File: src/rtl/framebuffer_fill_controller.sv
// Rectangle-fill sequencer for a 1-bit framebuffer.
// Raster-walks an inclusive box, one pixel write per clock.
module framebuffer_fill_controller #(
  parameter int DATA_WIDTH = 1,
  parameter int ADDR_WIDTH = 15,
  parameter int H_RES      = 160,
  parameter int V_RES      = 120
) (
  input  logic                  write_clock,
  input  logic                  reset_n,
  input  logic                  cmd_valid,
  output logic                  cmd_ready,
  input  logic [7:0]            cmd_x0,
  input  logic [6:0]            cmd_y0,
  input  logic [7:0]            cmd_x1,
  input  logic [6:0]            cmd_y1,
  input  logic [DATA_WIDTH-1:0] cmd_color,
  input  logic                  abort,
  output logic [ADDR_WIDTH-1:0] write_addr,
  output logic [DATA_WIDTH-1:0] data,
  output logic                  we,
  output logic                  busy,
  output logic                  done,
  output logic                  cmd_error
);

  typedef enum logic {
    IDLE,
    FILL
  } state_t;

  state_t                state_q, state_d;
  logic [7:0]            x0_q, x0_d;
  logic [7:0]            x1_q, x1_d;
  logic [6:0]            y1_q, y1_d;
  logic [7:0]            cur_x_q, cur_x_d;
  logic [6:0]            cur_y_q, cur_y_d;
  logic [ADDR_WIDTH-1:0] write_addr_q, write_addr_d;
  logic [DATA_WIDTH-1:0] data_q, data_d;
  logic                  cmd_ready_q, cmd_ready_d;
  logic                  we_q, we_d;
  logic                  busy_q, busy_d;
  logic                  done_q, done_d;
  logic                  cmd_error_q, cmd_error_d;

  logic [ADDR_WIDTH-1:0] row_base;
  logic [ADDR_WIDTH-1:0] start_addr;
  logic [ADDR_WIDTH-1:0] wrap_addr;
  logic                  cmd_ok;
  logic                  col_more;
  logic                  row_more;

  // Row base uses shift-add for the native 160-pixel line.
  generate
    if (H_RES == 160) begin : g_shift
      assign row_base = (ADDR_WIDTH'(cmd_y0) << 7)
                      + (ADDR_WIDTH'(cmd_y0) << 5);
    end else begin : g_mul
      assign row_base = ADDR_WIDTH'(cmd_y0)
                      * ADDR_WIDTH'(H_RES);
    end
  endgenerate

  assign start_addr = row_base + ADDR_WIDTH'(cmd_x0);
  assign wrap_addr  = write_addr_q + ADDR_WIDTH'(H_RES)
                    - ADDR_WIDTH'(x1_q) + ADDR_WIDTH'(x0_q);

  assign cmd_ok = (cmd_x0 <= cmd_x1)
               && (32'(cmd_x1) < H_RES)
               && (cmd_y0 <= cmd_y1)
               && (32'(cmd_y1) < V_RES);

  assign col_more = cur_x_q != x1_q;
  assign row_more = cur_y_q != y1_q;

  always_comb begin
    state_d      = state_q;
    x0_d         = x0_q;
    x1_d         = x1_q;
    y1_d         = y1_q;
    cur_x_d      = cur_x_q;
    cur_y_d      = cur_y_q;
    write_addr_d = write_addr_q;
    data_d       = data_q;
    cmd_ready_d  = cmd_ready_q;
    we_d         = we_q;
    busy_d       = busy_q;
    done_d       = 1'b0;
    cmd_error_d  = 1'b0;
    unique case (state_q)
      IDLE: begin
        cmd_ready_d = 1'b1;
        we_d        = 1'b0;
        busy_d      = 1'b0;
        if (cmd_valid && cmd_ready_q) begin
          if (cmd_ok) begin
            x0_d         = cmd_x0;
            x1_d         = cmd_x1;
            y1_d         = cmd_y1;
            cur_x_d      = cmd_x0;
            cur_y_d      = cmd_y0;
            write_addr_d = start_addr;
            data_d       = cmd_color;
            we_d         = 1'b1;
            busy_d       = 1'b1;
            cmd_ready_d  = 1'b0;
            state_d      = FILL;
          end else begin
            cmd_error_d  = 1'b1;
          end
        end
      end
      FILL: begin
        unique case (1'b1)
          abort: begin
            we_d        = 1'b0;
            busy_d      = 1'b0;
            cmd_ready_d = 1'b1;
            state_d     = IDLE;
          end
          (!abort && col_more): begin
            cur_x_d      = cur_x_q + 8'd1;
            write_addr_d = write_addr_q + 1'b1;
          end
          (!abort && !col_more && row_more): begin
            cur_x_d      = x0_q;
            cur_y_d      = cur_y_q + 7'd1;
            write_addr_d = wrap_addr;
          end
          (!abort && !col_more && !row_more): begin
            we_d        = 1'b0;
            busy_d      = 1'b0;
            done_d      = 1'b1;
            cmd_ready_d = 1'b1;
            state_d     = IDLE;
          end
        endcase
      end
    endcase
  end

  always_ff @(posedge write_clock or negedge reset_n) begin
    if (!reset_n) begin
      state_q      <= IDLE;
      x0_q         <= '0;
      x1_q         <= '0;
      y1_q         <= '0;
      cur_x_q      <= '0;
      cur_y_q      <= '0;
      write_addr_q <= '0;
      data_q       <= '0;
      cmd_ready_q  <= 1'b0;
      we_q         <= 1'b0;
      busy_q       <= 1'b0;
      done_q       <= 1'b0;
      cmd_error_q  <= 1'b0;
    end else begin
      state_q      <= state_d;
      x0_q         <= x0_d;
      x1_q         <= x1_d;
      y1_q         <= y1_d;
      cur_x_q      <= cur_x_d;
      cur_y_q      <= cur_y_d;
      write_addr_q <= write_addr_d;
      data_q       <= data_d;
      cmd_ready_q  <= cmd_ready_d;
      we_q         <= we_d;
      busy_q       <= busy_d;
      done_q       <= done_d;
      cmd_error_q  <= cmd_error_d;
    end
  end

  assign cmd_ready  = cmd_ready_q;
  assign write_addr = write_addr_q;
  assign data       = data_q;
  assign we         = we_q;
  assign busy       = busy_q;
  assign done       = done_q;
  assign cmd_error  = cmd_error_q;

endmodule
File: config.mk
export PLATFORM = sky130hd
export DESIGN_NAME = framebuffer_fill_controller
export DESIGN_NICKNAME = d
export VERILOG_FILES = /design/src/rtl/framebuffer_fill_controller.sv
export SDC_FILE = /design/constraint.sdc
export NUM_CORES = 1
export LEC_CHECK = 0
export CORE_MARGIN = 10
export CORE_UTILIZATION = 50
export CTS_BUF_LIST = sky130_fd_sc_hd__clkbuf_8
export DETAILED_ROUTE_END_ITERATION = 6
export PLACE_DENSITY = 0.72
export SYNTH_ARGS = -nofsm -noshare
export SYNTH_HDL_FRONTEND = slang
export SYNTH_SLANG_ARGS = --single-unit
File: constraint.sdc
create_clock -name write_clock -period 3.65 [get_ports write_clock]
set_input_delay 0.365 -clock write_clock [delete_from_list [all_inputs] [get_ports write_clock]]
set_output_delay 0.365 -clock write_clock [all_outputs]
set_load 0.005 [all_outputs]
==> results.ini, run 1 <==
[clock_tree]
clkSinkCount = 59
cts_hold_buf = 0
clock_tree.buffer_depth = 2
cts-resized-gates = 0
cts_made_buffers = 9
cts_tree = yes
cts_root_buffer = clkbuf_8
clock_latency_ns = 0.34
htree_levels = 3
cts_setup_buffers = 0
clk_pin_slew_ns = 0.07

[synth]
synth_ff_type = dfrtp_1
synth-edff-count = 0
synth_cell_types = 53
synth-async-reset-ratio_pct = 100
ys_seq_elements = 59
syn_area_mm2 = 0.00502
netlist_instances = 547
syn_area_per_cell_um2 = 9.18
synth-seq-area-share_pct = 29.4
yosys_warnings = 0
synth_nets = 656

[floorplanning]
fp.dieH_um = 120
die_area_mm2 = 0.0145
rows = 36
core_mm2 = 0.00977
io_pins = 56
chipWidth_um = 120
start_util_pct = 51.4

[drt]
first_iter_violations = 291
wire_per_inst_um = 17.6
vias_per_cell = 5.65
dr.pass1.iters = 5
drc = 0
ant_nets = 0
routed_wl_um = 13000
vias = 4166

[placement]
place.gp.congestion = 0.888
port_buffers = 55
hpwl_um = 9910

[min_path]
hold_class = primary input to async pin

[worst_setup_path]
critical_path_required_ns = 3.85
end_kind = flip-flop
crit_arrival_ns = 3.67
critical_path_class = flip-flop to flip-flop
startpoint_type = flip-flop
worst-path-max-fanout = 7

[global_routing]
antenna_found_initial = 0
grt-ovfl-total = 0
grt_pass1_wl_um = 21600
grt_use_total_pct = 18.1
grt_pass1_vias = 4336
grt_max_degree = 46

[power_and_ir_drop]
power_frac_seq_pct = 21.6
power_density_mw_per_mm2 = 1050
intPower_mw = 3.28
peakVddDrop_v = 0.00100
p_sw_mw = 2.89
clkPwrFrac_pct = 9.5
p_leak_nw = 2.61
p_sw_share_pct = 46.9
comb_power_share_pct = 68.9

[run]
maxCapViolations = 0

[finish]
drive_above_1_share_pct = 9.44
fillers = 868
seqCellArea_mm2 = 0.00148
multiInputGateArea_mm2 = 0.00327
num_antenna_cells = 0
area_delta_synth_final_pct = 17.3
final_util_pct = 60.3
final_nets = 709

[sta]
setup_viol = 0
slew_headroom_pct = 47.2
rsz0062_at_grt = no
period_needed_ns = 3.47
hold_violations = 0
tightest_slew_ns = 0.792
drv_slew = 0
fin_crit_sh_pct = 95.2
fin_worst_skew_ns = 0.00778
setup_tns_ns = 0
fmax_mhz = 288

[run_status]
status = finished, final reports clean

final cells by class:
class / count / area share, %
timing repair buffer: 65 / 10.7
sequential: 59 / 25.1
tap: 133 / 2.82
clock buffer: 9 / 2.10
inverter: 43 / 2.74
clock inverter: 6 / 0.977
multi-input combinational: 422 / 55.6
flip-flops by register name, indices dropped and copies added, names as in the netlist, 7 cells and up:
name	count
cur_x_q	8
cur_y_q	7
write_addr	15
x0_q	8
x1_q	8
y1_q	7
path summary, 6_finish.rpt:
check | from | end | slack, ns | depth (start not counted)
max in group asynchronous | reset_n | cur_x_q[7] | 2.64 | 2
worst min register to register | busy | busy | 0.51 | 1
worst min-delay path | reset_n | write_addr[12] | 0.1 | 1
min in group write_clock | busy | busy | 0.51 | 1
worst max-delay path | write_addr[6] | write_addr[14] | 0.18 | 11
worst max register to register | write_addr[6] | write_addr[14] | 0.18 | 11
per-layer routing:
metal | up-vias | track usage, % | wire length [um]
li1 | 2038 | - | -
met1 | 2019 | 21.5 | 5520
met2 | 97 | 32.0 | 6720
met3 | 12 | 3.77 | 626
met4 | 0 | 5.35 | 136
met5 | - | 0 | 0
power by group through the flow:
stage          logic [mW]  clock network, mW  registers, mW
4_1_cts              4.18              0.594           1.33
3_5_place_dp         4.13                  0           1.34
5_1_grt              4.76              0.626           1.39
3_3_place_gp         4.02                  0           1.32
2_1_floorplan        3.22                  0           1.26
6_report             4.25              0.585           1.33
synth_stat cells, types with 4 or more instances:
cell type | number | share of area [%]
o22a_1 | 6 | 1.0
a21oi_1 | 37 | 3.7
o21ai_1 | 8 | 0.80
ha_1 | 64 | 16
inv_1 | 42 | 3.1
nor2_1 | 38 | 2.8
nand3_1 | 15 | 1.5
xnor2_1 | 36 | 6.3
dfrtp_1 | 59 | 29
and3_1 | 6 | 0.75
nor3_1 | 4 | 0.40
nand4_1 | 9 | 1.1
a211oi_1 | 6 | 0.90
mux2i_1 | 13 | 2.6
and2_1 | 4 | 0.50
o21ai_0 | 29 | 2.9
o21a_1 | 4 | 0.60
fa_1 | 10 | 4.0
clkbuf_1 | 7 | 0.52
nand2_1 | 36 | 2.7
mux2_2 | 19 | 4.3
xor2_1 | 14 | 2.4
a31oi_1 | 7 | 0.87
buf_2 | 10 | 1.0
o211ai_1 | 9 | 1.3
nor2b_1 | 8 | 1.0
a21o_1 | 9 | 1.3
cells in the final DEF, fill, tap and decap left out, drive strengths merged, types with 14 or more instances in the layout:
cell            n
xor2           14
inv            43
dfrtp          59
nor2           40
a21oi          38
xnor2          36
nand3          15
ha             64
clkdlybuf4s50  54
o21ai          37
mux2           19
nand2          36
kinds of logic after synthesis:
logic type | Yosys count | synth area share [%]
xor gates and xnor gates | 50 | 8.72
muxes | 32 | 6.85
buffers and inverters | 66 | 5.70
DFF | 59 | 29.4
and+or+nand+nor | 133 | 12.8
AOI/OAI and AO/OA | 133 | 16.6
adders and majority gates | 74 | 19.9
through the flow:
step	power (mW)	hold WS, ns	worst slack (ns)	instances	cell area (um2)
floorplan	4.48	0.0694	0.410	547	5020
global placement	5.34	0.475	0.206	722	5700
detailed placement	5.47	0.472	0.160	722	5700
CTS	6.10	0.118	0.115	737	5880
global route	6.77	0.148	0.0111	737	5890
finish	6.17	0.0986	0.176	737	5890
critical path, stage by stage, from the launching register on:
cell and delay, ns:
dfrtp_1 0.40, fa_1 0.45, fa_1 0.44, ha_1 0.39
and4_1 0.25, a41o_1 0.23, nor2_2 0.12, a311oi_1 0.12
or3_1 0.38, a31oi_1 0.25, mux2i_1 0.21, a21oi_1 0.08
Note: power is estimated with default switching activity, not from simulation.
==> run 2, diff against run 1 <==
--- a/config.mk
+++ b/config.mk
@@ -10,6 +10,7 @@
 export CTS_BUF_LIST = sky130_fd_sc_hd__clkbuf_8
 export DETAILED_ROUTE_END_ITERATION = 6
 export PLACE_DENSITY = 0.72
+export SETUP_SLACK_MARGIN = 0.05
 export SYNTH_ARGS = -nofsm -noshare
 export SYNTH_HDL_FRONTEND = slang
 export SYNTH_SLANG_ARGS = --single-unit
==> run 2 against run 1 <==
Sequential power barely moved; highest routed layer unchanged; sequential share of layout area barely moved; clock-buffer cell count did not move; first-iteration DRC count fell by 3.8%; worst setup slack improved by 0.064 ns; final cell count did not move; die area did not move; clock power barely moved; wire length barely moved; utilization rose by 0.090 points; final area rose by 0.15%; non-clock buffer count did not move; critical endpoint is now write_addr[13].
==> results.ini, run 2 (synthesis gave the netlist of run 1 again) <==
[worst_setup_path]
end_kind = flip-flop
cp_cell_sequence = fa_1 > ha_1 > ha_1 > fa_1 > a21oi_2 > o2111ai_1 > a41oi_2 > o21bai_1 > a21oi_1 > xnor2_1 > nand3_1 > a41oi_1
startpoint_type = flip-flop
worst-path-buf-inv = 0
critical_path_required_ns = 3.91
cp_top_family = adder cells
crit_arrival_ns = 3.67
critical_path_class = flip-flop to flip-flop
cp_slowest_cell = fa_1
worst-path-max-fanout = 5
max_stage_delay_ns = 0.50

[floorplanning]
rows = 36
fp.dieH_um = 120
start_util_pct = 51.4
core_mm2 = 0.00977
io_pins = 56
chipWidth_um = 120
die_area_mm2 = 0.0145

[sta]
tightest_slew_ns = 0.804
hold_violations = 0
period_needed_ns = 3.41
slew_headroom_pct = 46.4
fin_crit_sh_pct = 93.4
setup_viol = 0
fin_ws_ns = 0.240
drv_slew = 0
fmax_mhz = 293
rsz0062_at_grt = no
hold_slack_ns = 0.104
setup_tns_ns = 0
fin_worst_skew_ns = 0.00748

[finish]
drive_above_1_share_pct = 9.77
num_antenna_cells = 0
final_nets = 709
area_delta_synth_final_pct = 17.5
final_cell_mix = ha_1, dfrtp_1, clkdlybuf4s50_1
fin_area_mm2 = 0.00590
fin_cells = 737
layout_commonest_cell = ha_1
final_util_pct = 60.4
largest_reg_flops = 15

[clock_tree]
clk_pin_slew_ns = 0.07
clock_tree.buffer_depth = 2
clock_latency_ns = 0.34
cts_tree = yes
cts_setup_buffers = 0
cts_root_buffer = clkbuf_8
htree_levels = 3
cts_made_buffers = 9
clkSinkCount = 59
cts_hold_buf = 0

[power_and_ir_drop]
total_power_mw = 6.18
peakVddDrop_v = 0.00100
p_leak_nw = 2.61
power_density_mw_per_mm2 = 1050

[drt]
vias_per_cell = 5.66
wire_per_inst_um = 17.6
dr_wl_met2_um = 6650
met3WireLength_um = 644
drt-met1-wl_um = 5500
first_iter_violations = 280
dr.pass1.iters = 6
drc = 0
routed_wl_um = 13000
routed.top_layer = met4
ant_nets = 0
vias = 4173

[placement]
place_inst = 722
place_ws_ns = 0.160
port_buffers = 55
place.gp.congestion = 0.888
placedInstanceArea_mm2 = 0.00570
hpwl_um = 9910

[global_routing]
grt-ovfl-total = 0
grt_pass1_vias = 4336
grt_max_degree = 46
grt_use_total_pct = 18.1
grt_pass1_wl_um = 21600
antenna_found_initial = 0

[min_path]
hold_class = primary input to async pin

[run]
maxCapViolations = 0

[run_status]
status = finished, final reports clean

[run 2: cell types whose count changed in the layout (fill, tap and decap cells not counted)]
cell | before | now
a31oi_2 | 0 | 1
a31oi_1 | 7 | 6
ha_1 | 63 | 62
ha_2 | 1 | 2
[run 2: worst paths after layout]
kind | start | endpoint | slack [ns] | depth (start not counted)
max | write_addr[1] | write_addr[13] | 0.24 | 12
min | reset_n | write_addr[12] | 0.10 | 1
max reg2reg | write_addr[1] | write_addr[13] | 0.24 | 12
min reg2reg | busy | busy | 0.51 | 1
max in group asynchronous | reset_n | cur_x_q[7] | 2.63 | 2
min in group write_clock | busy | busy | 0.51 | 1
[run 2: what timing repair did]
action | in CTS | in global routing
resized for setup | 0 | 5
setup endpoints to repair | 0 | 2
endpoints found under the hold margin | 0 | 0
[run 2: routing by layer]
metal  track usage (%)  up-vias
met5                 0        -
met3              3.77       14
met4              5.35        0
met2              32.0       86
li1                  -     2040
met1              21.5     2033
[run 2: cell type report]
type                       count  area (um2)
timing repair buffer          65         633
inverter                      43         161
multi-input combinational    422        3280
fill                         866        3870
clock buffer                   9         124
tap                          133         166
clock inverter                 6        57.6
sequential                    59        1480
[run 2: where the power goes]
group | switching, mW | total [mW] | internal (mW)
Clock | 0.279 | 0.585 | 0.306
Sequential | 0.383 | 1.33 | 0.951
Combinational | 2.23 | 4.27 | 2.03
